**src/rtl/pwm_pkg.sv**
```systemverilog
// Shared types and defaults for the multi-channel PWM block.
package pwm_pkg;

    typedef enum logic {
        PWM_EDGE   = 1'b0,
        PWM_CENTER = 1'b1
    } pwm_mode_e;

    typedef enum logic [1:0] {
        SEL_PERIOD = 2'd0,
        SEL_DUTY   = 2'd1,
        SEL_MODE   = 2'd2,
        SEL_RSVD   = 2'd3
    } pwm_sel_e;

    localparam int DEFAULT_CHANNELS    = 4;
    localparam int DEFAULT_PERIOD_BITS = 16;

endpackage

```
**src/rtl/pwm_deadtime.sv**
```systemverilog
// Per-channel dead-time inserter: delays each rising edge of the high and low side by dt clocks.
// Only built when PWM_DEADTIME_EN is defined.
`ifdef PWM_DEADTIME_EN
module pwm_deadtime #(
    parameter int DT_BITS = 4
) (
    input  logic               Clk,
    input  logic               Rst,
    input  logic               en,
    input  logic               r,
    input  logic [DT_BITS-1:0] dt,
    output logic               hi,
    output logic               lo
);

    logic               r_q;
    logic [DT_BITS-1:0] run;
    logic [DT_BITS-1:0] stable;

    // Cycles the raw bit has held its current value before this one; zero on the cycle it toggles.
    assign stable = (r == r_q) ? run : '0;

    always_ff @(posedge Clk or negedge Rst) begin
        if (!Rst) begin
            r_q <= 1'b0;
            run <= '0;
            hi  <= 1'b0;
            lo  <= 1'b0;
        end else if (!en) begin
            r_q <= 1'b0;
            run <= '0;
            hi  <= 1'b0;
            lo  <= 1'b0;
        end else begin
            r_q <= r;
            if (r != r_q)
                run <= DT_BITS'(1);
            else if (run != '1)
                run <= run + DT_BITS'(1);
            hi <= r && (stable >= dt);
            lo <= !r && (stable >= dt);
        end
    end

endmodule
`endif

```
**src/rtl/multi_channel_pwm.sv**
```systemverilog
// N-channel PWM with a shared period counter and shadow/active registers loaded at the period boundary.
// Optional dead-time outputs are enabled with the PWM_DEADTIME_EN macro.
module multi_channel_pwm
    import pwm_pkg::*;
#(
    parameter int CHANNELS    = DEFAULT_CHANNELS,
    parameter int PERIOD_BITS = DEFAULT_PERIOD_BITS,
    parameter int DT_BITS     = 4
) (
    input  logic                                               Clk,
    input  logic                                               Rst,
    input  logic                                               En,
    input  logic                                               cfg_wr,
    input  logic [1:0]                                         cfg_sel,
    input  logic [((CHANNELS > 1) ? $clog2(CHANNELS) : 1)-1:0] cfg_ch,
    input  logic [PERIOD_BITS-1:0]                             cfg_data,
`ifdef PWM_DEADTIME_EN
    input  logic [DT_BITS-1:0]                                 dt_i,
    output logic [CHANNELS-1:0]                                pwm_n_o,
`endif
    output logic [CHANNELS-1:0]                                pwm_o,
    output logic                                               period_end
);

    logic [PERIOD_BITS-1:0] cnt_p0;
    logic                   dir_down_p0;
    logic [PERIOD_BITS-1:0] period_sh;
    logic [PERIOD_BITS-1:0] period_act;
    logic [PERIOD_BITS-1:0] duty_sh  [CHANNELS];
    logic [PERIOD_BITS-1:0] duty_act [CHANNELS];
    pwm_mode_e              mode_sh;
    pwm_mode_e              mode_act;
    logic [CHANNELS-1:0]    pwm_p1;
    logic                   upd;
    logic                   load;
    logic                   restart;

    assign upd = (period_act == '0)
              || ((mode_act == PWM_EDGE)   && (cnt_p0 == period_act))
              || ((mode_act == PWM_CENTER) && dir_down_p0 && (cnt_p0 == '0));

    // While stopped the active set tracks the shadows so a restart uses the latest configuration.
    assign load = !En || upd;

    // A new period starts from 0 counting up when the mode flips or either period is zero.
    assign restart = upd && ((period_sh == '0) || (period_act == '0) || (mode_sh != mode_act));

    always_ff @(posedge Clk or negedge Rst) begin
        if (!Rst) begin
            period_sh <= '0;
            mode_sh   <= PWM_EDGE;
            for (int i = 0; i < CHANNELS; i++)
                duty_sh[i] <= '0;
        end else if (cfg_wr) begin
            case (cfg_sel)
                SEL_PERIOD: period_sh <= cfg_data;
                SEL_DUTY: begin
                    for (int i = 0; i < CHANNELS; i++)
                        if (int'(cfg_ch) == i)
                            duty_sh[i] <= cfg_data;
                end
                SEL_MODE:   mode_sh <= pwm_mode_e'(cfg_data[0]);
                default:    ;
            endcase
        end
    end

    always_ff @(posedge Clk or negedge Rst) begin
        if (!Rst) begin
            period_act <= '0;
            mode_act   <= PWM_EDGE;
            for (int i = 0; i < CHANNELS; i++)
                duty_act[i] <= '0;
        end else if (load) begin
            period_act <= period_sh;
            mode_act   <= mode_sh;
            for (int i = 0; i < CHANNELS; i++)
                duty_act[i] <= duty_sh[i];
        end
    end

    // Stage p0: shared period counter
    always_ff @(posedge Clk or negedge Rst) begin
        if (!Rst) begin
            cnt_p0      <= '0;
            dir_down_p0 <= 1'b0;
        end else if (!En || restart) begin
            cnt_p0      <= '0;
            dir_down_p0 <= 1'b0;
        end else if (mode_act == PWM_EDGE) begin
            dir_down_p0 <= 1'b0;
            cnt_p0      <= (cnt_p0 == period_act) ? '0 : cnt_p0 + PERIOD_BITS'(1);
        end else if (!dir_down_p0) begin
            if (cnt_p0 == period_act) begin
                cnt_p0      <= cnt_p0 - PERIOD_BITS'(1);
                dir_down_p0 <= 1'b1;
            end else begin
                cnt_p0 <= cnt_p0 + PERIOD_BITS'(1);
            end
        end else if (cnt_p0 == '0) begin
            cnt_p0      <= PERIOD_BITS'(1);
            dir_down_p0 <= 1'b0;
        end else begin
            cnt_p0 <= cnt_p0 - PERIOD_BITS'(1);
        end
    end

    // Stage p1: registered compare and boundary pulse
    always_ff @(posedge Clk or negedge Rst) begin
        if (!Rst) begin
            pwm_p1     <= '0;
            period_end <= 1'b0;
        end else begin
            period_end <= En && upd;
            for (int i = 0; i < CHANNELS; i++)
                pwm_p1[i] <= En && (cnt_p0 < duty_act[i]);
        end
    end

`ifdef PWM_DEADTIME_EN
    logic [DT_BITS-1:0] dt_act;

    always_ff @(posedge Clk or negedge Rst) begin
        if (!Rst)
            dt_act <= '0;
        else if (load)
            dt_act <= dt_i;
    end

    for (genvar g = 0; g < CHANNELS; g++) begin : g_dt
        pwm_deadtime #(
            .DT_BITS (DT_BITS)
        ) u_deadtime (
            .Clk (Clk),
            .Rst (Rst),
            .en  (En),
            .r   (pwm_p1[g]),
            .dt  (dt_act),
            .hi  (pwm_o[g]),
            .lo  (pwm_n_o[g])
        );
    end
`else
    assign pwm_o = pwm_p1;

    if (DT_BITS < 1) begin : g_dt_bits_invalid
    end
`endif

endmodule
```
**config.mk**
```make
export PLATFORM = sky130hd
export DESIGN_NAME = multi_channel_pwm
export DESIGN_NICKNAME = d
export VERILOG_FILES = /design/src/rtl/pwm_pkg.sv /design/src/rtl/pwm_deadtime.sv /design/src/rtl/multi_channel_pwm.sv
export SDC_FILE = /design/constraint.sdc
export NUM_CORES = 1
export LEC_CHECK = 0
export BUFFER_PORTS_ARGS = -buffer_cell sky130_fd_sc_hd__buf_4
export CAP_MARGIN = 20
export CORE_MARGIN = 1
export CORE_UTILIZATION = 65
export CTS_CLUSTER_DIAMETER = 120
export DETAILED_ROUTE_END_ITERATION = 10
export PLACE_DENSITY = 0.83
export SLEW_MARGIN = 20
export SYNTH_ARGS = -nofsm -noshare
export SYNTH_HDL_FRONTEND = slang
export SYNTH_SLANG_ARGS = --single-unit
```
**constraint.sdc**
```tcl
create_clock -name Clk -period 6.25 [get_ports Clk]
set_input_delay 0.9375 -clock Clk [delete_from_list [all_inputs] [get_ports Clk]]
set_output_delay 0.9375 -clock Clk [all_outputs]
set_load 0.01 [all_outputs]
```
### Word-level counts from Yosys, hierarchy flattened

Cells that the tools add are included.

| cells by class | value |
|---|---|
| equal/unequal tests | 7 |
| mux-type cells | 11 |
| $lt $le $gt $ge | 4 |
| reductions and logical operators | 27 |
| bitwise gates (word level) | 1 |
| $add $sub $neg | 2 |

Operators with widths:

| kind | count |
|---|---|
| $mux 16 | 6 |
| $lt 16x16->1 | 4 |
| $logic_not 16->1 | 3 |
| $add 16x1->16 const B | 1 |
| $eq 16x16->1 | 1 |
| $sub 16x1->16 const B | 1 |
| $reduce_and 3->1 | 4 |
| $logic_and 1x1->1 | 9 |
| $eq 2x2->1 const B | 3 |
| $logic_or 1x1->1 | 6 |
| $mux 1 | 5 |
| $eq 2x1->1 const B | 2 |
| $logic_not 2->1 | 2 |
| $reduce_and 2->1 | 2 |
| $logic_not 1->1 | 1 |
| $ne 1x1->1 | 1 |
| $not 1->1 | 1 |

| storage, ports and cells | value |
|---|---|
| logic and storage cells | 68 |
| output and inout bits | 5 |
| register bits | 184 |
| input bits | 24 |

### Longest topological paths before layout

| depth | value |
|---|---|
| depth in word-level cells | 7 |
| gate-level depth with buffers | 12 |

### Worst setup path before layout

Ideal clock, no wire load.

| timing | value |
|---|---|
| path type | input to register |
| from | input cfg_wr |
| to | register duty_sh[53] in the netlist's numbering |
| path slack | 3797 ps |
| library setup time | 125 ps |
| buffers on the path | 1 |
| required time | 6125 ps |
| arrival time | 2328 ps |
| cell stages on the path | 5 |
| cells stage by stage | nand2_1 -> or2_2 -> nor3_2 -> clkbuf_1 -> mux2_2 |

| between the ends | value |
|---|---|
| word-level cells in the longest chain between the ends | 1 |

RTL lines:

| what | line | RTL |
|---|---|---|
| start: declaration | multi_channel_pwm.sv:13 | `input logic cfg_wr,` |
| $reduce_and 3->1 (no source line) | n/a |  |
| end signal: indexed assignment | multi_channel_pwm.sv:60 | `duty_sh[i] <= cfg_data;` |
| end: declaration | multi_channel_pwm.sv:29 | `logic [PERIOD_BITS-1:0] duty_sh [CHANNELS];` |

Every way passes these cells.
A chain may end at the register's enable or synchronous reset.

### Worst setup path after layout

| timing | value |
|---|---|
| from | register cnt_p0[2] |
| to | register period_act[6] |

| between the ends | value |
|---|---|
| word-level cells in the longest chain between the ends | 5 |
| elaborated cells on any way between the ends | 7 |
| classes of those cells | eq/ne: 1; reduce/logical: 6 |

RTL lines:

| what | line | RTL |
|---|---|---|
| start: declaration | multi_channel_pwm.sv:25 | `logic [PERIOD_BITS-1:0] cnt_p0;` |
| start signal: assignment | multi_channel_pwm.sv:92 | `cnt_p0 <= (cnt_p0 == period_act) ? '0 : cnt_p0 + PERIOD_BITS'(1);` |
| start signal: assignment | multi_channel_pwm.sv:95 | `cnt_p0 <= cnt_p0 - PERIOD_BITS'(1);` |
| start signal: assignment | multi_channel_pwm.sv:98 | `cnt_p0 <= cnt_p0 + PERIOD_BITS'(1);` |
| $eq 16x16->1 | multi_channel_pwm.sv:39 | `\|\| ((mode_act == PWM_EDGE) && (cnt_p0 == period_act))` |
| $logic_and 1x1->1 | multi_channel_pwm.sv:39 |  |
| $logic_or 1x1->1 | multi_channel_pwm.sv:39 |  |
| $logic_or 1x1->1 * | multi_channel_pwm.sv:40 | `\|\| ((mode_act == PWM_CENTER) && dir_down_p0 && (cnt_p0 == '0));` |
| $logic_or 1x1->1 * | multi_channel_pwm.sv:43 | `assign load = !En \|\| upd;` |
| end signal: assignment | multi_channel_pwm.sv:75 | `period_act <= period_sh;` |
| end: declaration | multi_channel_pwm.sv:28 | `logic [PERIOD_BITS-1:0] period_act;` |

Mark *: on every way between the ends. The rest lies on a longest branch, timed or not.

==> impl_metrics.csv <==
group,metric,value,unit
run_status,status,"complete, no violations",
synthesis,synthFlopType,"dfrtp_1",
finish,fillers,932,
finish,final_cell_mix,"dfrtp_1, mux2_2, nand2_1",
critical_path,start_kind,"flip-flop",
finish,final_nets,922,
cts,clk_latency,430,ps
timing,fin_crit,3680,ps
floorplanning,start_util,66.6,%
timing,hold_viol,0,
cts,path_clk_slew,70,ps
timing,rsz0062_at_grt,"no",
cts,post_cts_buffers,0,
synthesis,synth.area.mux_share,12.4,%
finish,design_area,0.0101,mm²
cts,cts-root-buf,"clkbuf_16",
power_and_ir_drop,powerDensity,323,mW/mm²
floorplanning,die-area,0.0146,mm²
placement,io_buffers,28,
flow_run,max-cap-violations,0,
synthesis,yosysTopAreaCellShare,50.0,%
synthesis,synth_top_family_by_area,"multiplexers",
route,dr.first_iter.drc_count,530,
placement,place_inst,996,
floorplanning,die_x,121,µm
synthesis,avgSynthCellArea,11.2,µm²
grt,grt_overflow,0,
floorplanning,die_y,121,µm
route,via_count,6471,
critical_path,timing.critical_path.fanout_max,83,
finish,instances_no_fill,1029,
critical_path,critical_path_class,"flip-flop to flip-flop",
worst_hold_path,hp-class,"input port to async pin",
route,dr.pass1.iters,5,
route,drc,0,
cts,h-tree-depth,4,
grt,grt_max_degree,122,
synthesis,synth-simple-area-share,10.1,%
timing,period_share,58.9,%
synthesis,seq_area_frac_synth,50.0,%
finish,diodes,0,
cts,cts_tree,"built",
synthesis,syn-num-nets,907,
floorplanning,rows,43,
synthesis,synth_edf_count,0,
critical_path,required,6560,ps
synthesis,synth-compound-area-share,11.5,%
route,via_per_inst,6.29,
finish,layout_commonest_cell,"dfrtp_1",
synthesis,yosys.cell_types.count,51,
route,ant_nets,0,
synthesis,synth_area_leaders,"dfrtp_1, mux2_2, ha_1",
timing,setup_viol,0,
synthesis,synth_area,0.00921,mm²
grt,grt_use_total,31.9,%
placement,dp_hpwl,15100,µm
synthesis,synth_xor_xnor_area_share,2.19,%
synthesis,async_flop_share,100,%
synthesis,ys_ff_latch,184,
critical_path,critPathArrivalTime,4000,ps
finish,drive_gt1_share,21.6,%
synthesis,yosysWarnings,0,
critical_path,worstSetupEndpointType,"flip-flop",
timing,hold_slack,465,ps
cts,cts_resized,0,
placement,gp_congestion,0.949,
synthesis,synth.largest_area_cell,"dfrtp_1",
floorplanning,coreArea,0.0138,mm²
grt,grt_pass1_vias,6581,
route,finalWirelength,21700,µm
cts,cts_made_buffers,17,
cts,cts_num_sinks,184,
power_and_ir_drop,leakage,4.71,nW
finish,syn2layout_area_growth,9.72,%
timing,timing.fmax,0.272,GHz
floorplanning,io_pins,29,
grt,antenna_found_initial,0,
cts,clk_path_buf_depth,2,
power_and_ir_drop,ir_drop,0.228,mV
route,wl_per_cell,21.1,µm
placement,dpl-instance-area,0.00946,mm²
cts,ctsHoldBuffers,0,
timing,tns,0,ps
timing,worst_pin_slew,1110,ps
timing,slew_violations,0,
synthesis,synthAdderAreaFrac,8.43,%
grt,grt_pass1_wl,34600,µm
timing,clock_skew,8.32,ps
timing,slew_headroom,26.0,%
synthesis,syn_inst,821,
-- critical path: stages, from the launching register on --
cell	delay, ps
dfrtp_1	660
xnor2_1	220
nand4_1	150
nor4_2	810
a211o_4	550
buf_16	320
buf_4	400
mux2_2	380
-- final timing paths --
path / from / end / slack (ps) / cells after the start
max: cnt_p0[2] / period_act[6] / 2570 / 7
min: Rst / duty_sh[61] / 470 / 1
max reg2reg: cnt_p0[2] / period_act[6] / 2570 / 7
min reg2reg: duty_sh[15] / duty_act[15] / 480 / 2
max in group asynchronous: Rst / duty_act[23] / 4510 / 2
min in group Clk: duty_sh[15] / duty_act[15] / 480 / 2
-- synth_stat cells, types with 3 or more instances --
master	count
xor2_1	3
a21oi_1	36
or4_1	3
mux2_1	4
ha_1	62
dfrtp_1	184
xnor2_1	20
nand4_1	17
and4_1	4
nor3_1	4
o221ai_1	10
buf_2	11
a211oi_1	7
nand3_1	10
nand3b_1	6
mux2_2	97
nor2b_1	4
nand2_1	83
o311ai_0	4
or3_1	3
clkbuf_1	14
o21ai_1	4
a21o_1	21
a221o_1	9
and3_1	5
inv_1	67
o21ai_2	9
o21ai_0	54
nand2b_1	8
nor4_1	9
buf_6	10
nor2_1	16
-- registers in the layout (all words and copies together) (netlist names) --
name         count
duty_act        64
duty_sh         64
cnt_p0          16
period_act      16
period_sh       16
pwm_o            4
dir_down_p0      1
mode_act         1
mode_sh          1
period_end       1
-- cell type report --
| cell class | count | area [µm²] | area share [%] |
|---|---|---|---|
| clock buffer | 19 | 453 | 4.48 |
| clock inverter | 13 | 156 | 1.55 |
| inverter | 67 | 251 | 2.49 |
| multi-input combinational | 531 | 4120 | 40.8 |
| sequential | 184 | 4600 | 45.6 |
| tap | 180 | 225 | 2.23 |
| timing repair buffer | 35 | 287 | 2.84 |
-- report_power, final --
| group | total, mW | internal, mW | switching [mW] |
|---|---|---|---|
| registers | 1.57 | 1.42 | 0.144 |
| logic | 0.585 | 0.272 | 0.313 |
| clock network | 1.11 | 0.623 | 0.484 |
-- cells by family (layout without fill, tap and decap cells) --
group	count (synthesis)	count (layout)
flip-flops	184	184
AND/OR/NAND/NOR	181	181
AO/OA/AOI/OAI	164	164
buffers and inverters	106	134
multiplexers	101	101
adder cells (fa/ha/maj)	62	62
XOR/XNOR	23	23
-- stage by stage --
stage / utilization, % / total power, mW / worst slack, ps
after global placement: 68.4 / 2.11 / 2560
after detailed placement: 68.4 / 2.16 / 2430
final: 73.1 / 3.26 / 2570
after global routing: 73.1 / 3.41 / 2400
after floorplan: - / 1.94 / 3800
after CTS: 72.8 / 3.27 / 2420
-- per-layer routing --
| layer | global-route usage, % | share of wire (%) |
|---|---|---|
| met1 | 40.7 | 42 |
| met2 | 52.4 | 49 |
| met3 | 6.06 | 5.1 |
| met4 | 15.1 | 3.7 |
| met5 | 0 | 0 |
Note: power is estimated with default switching activity, not from simulation.
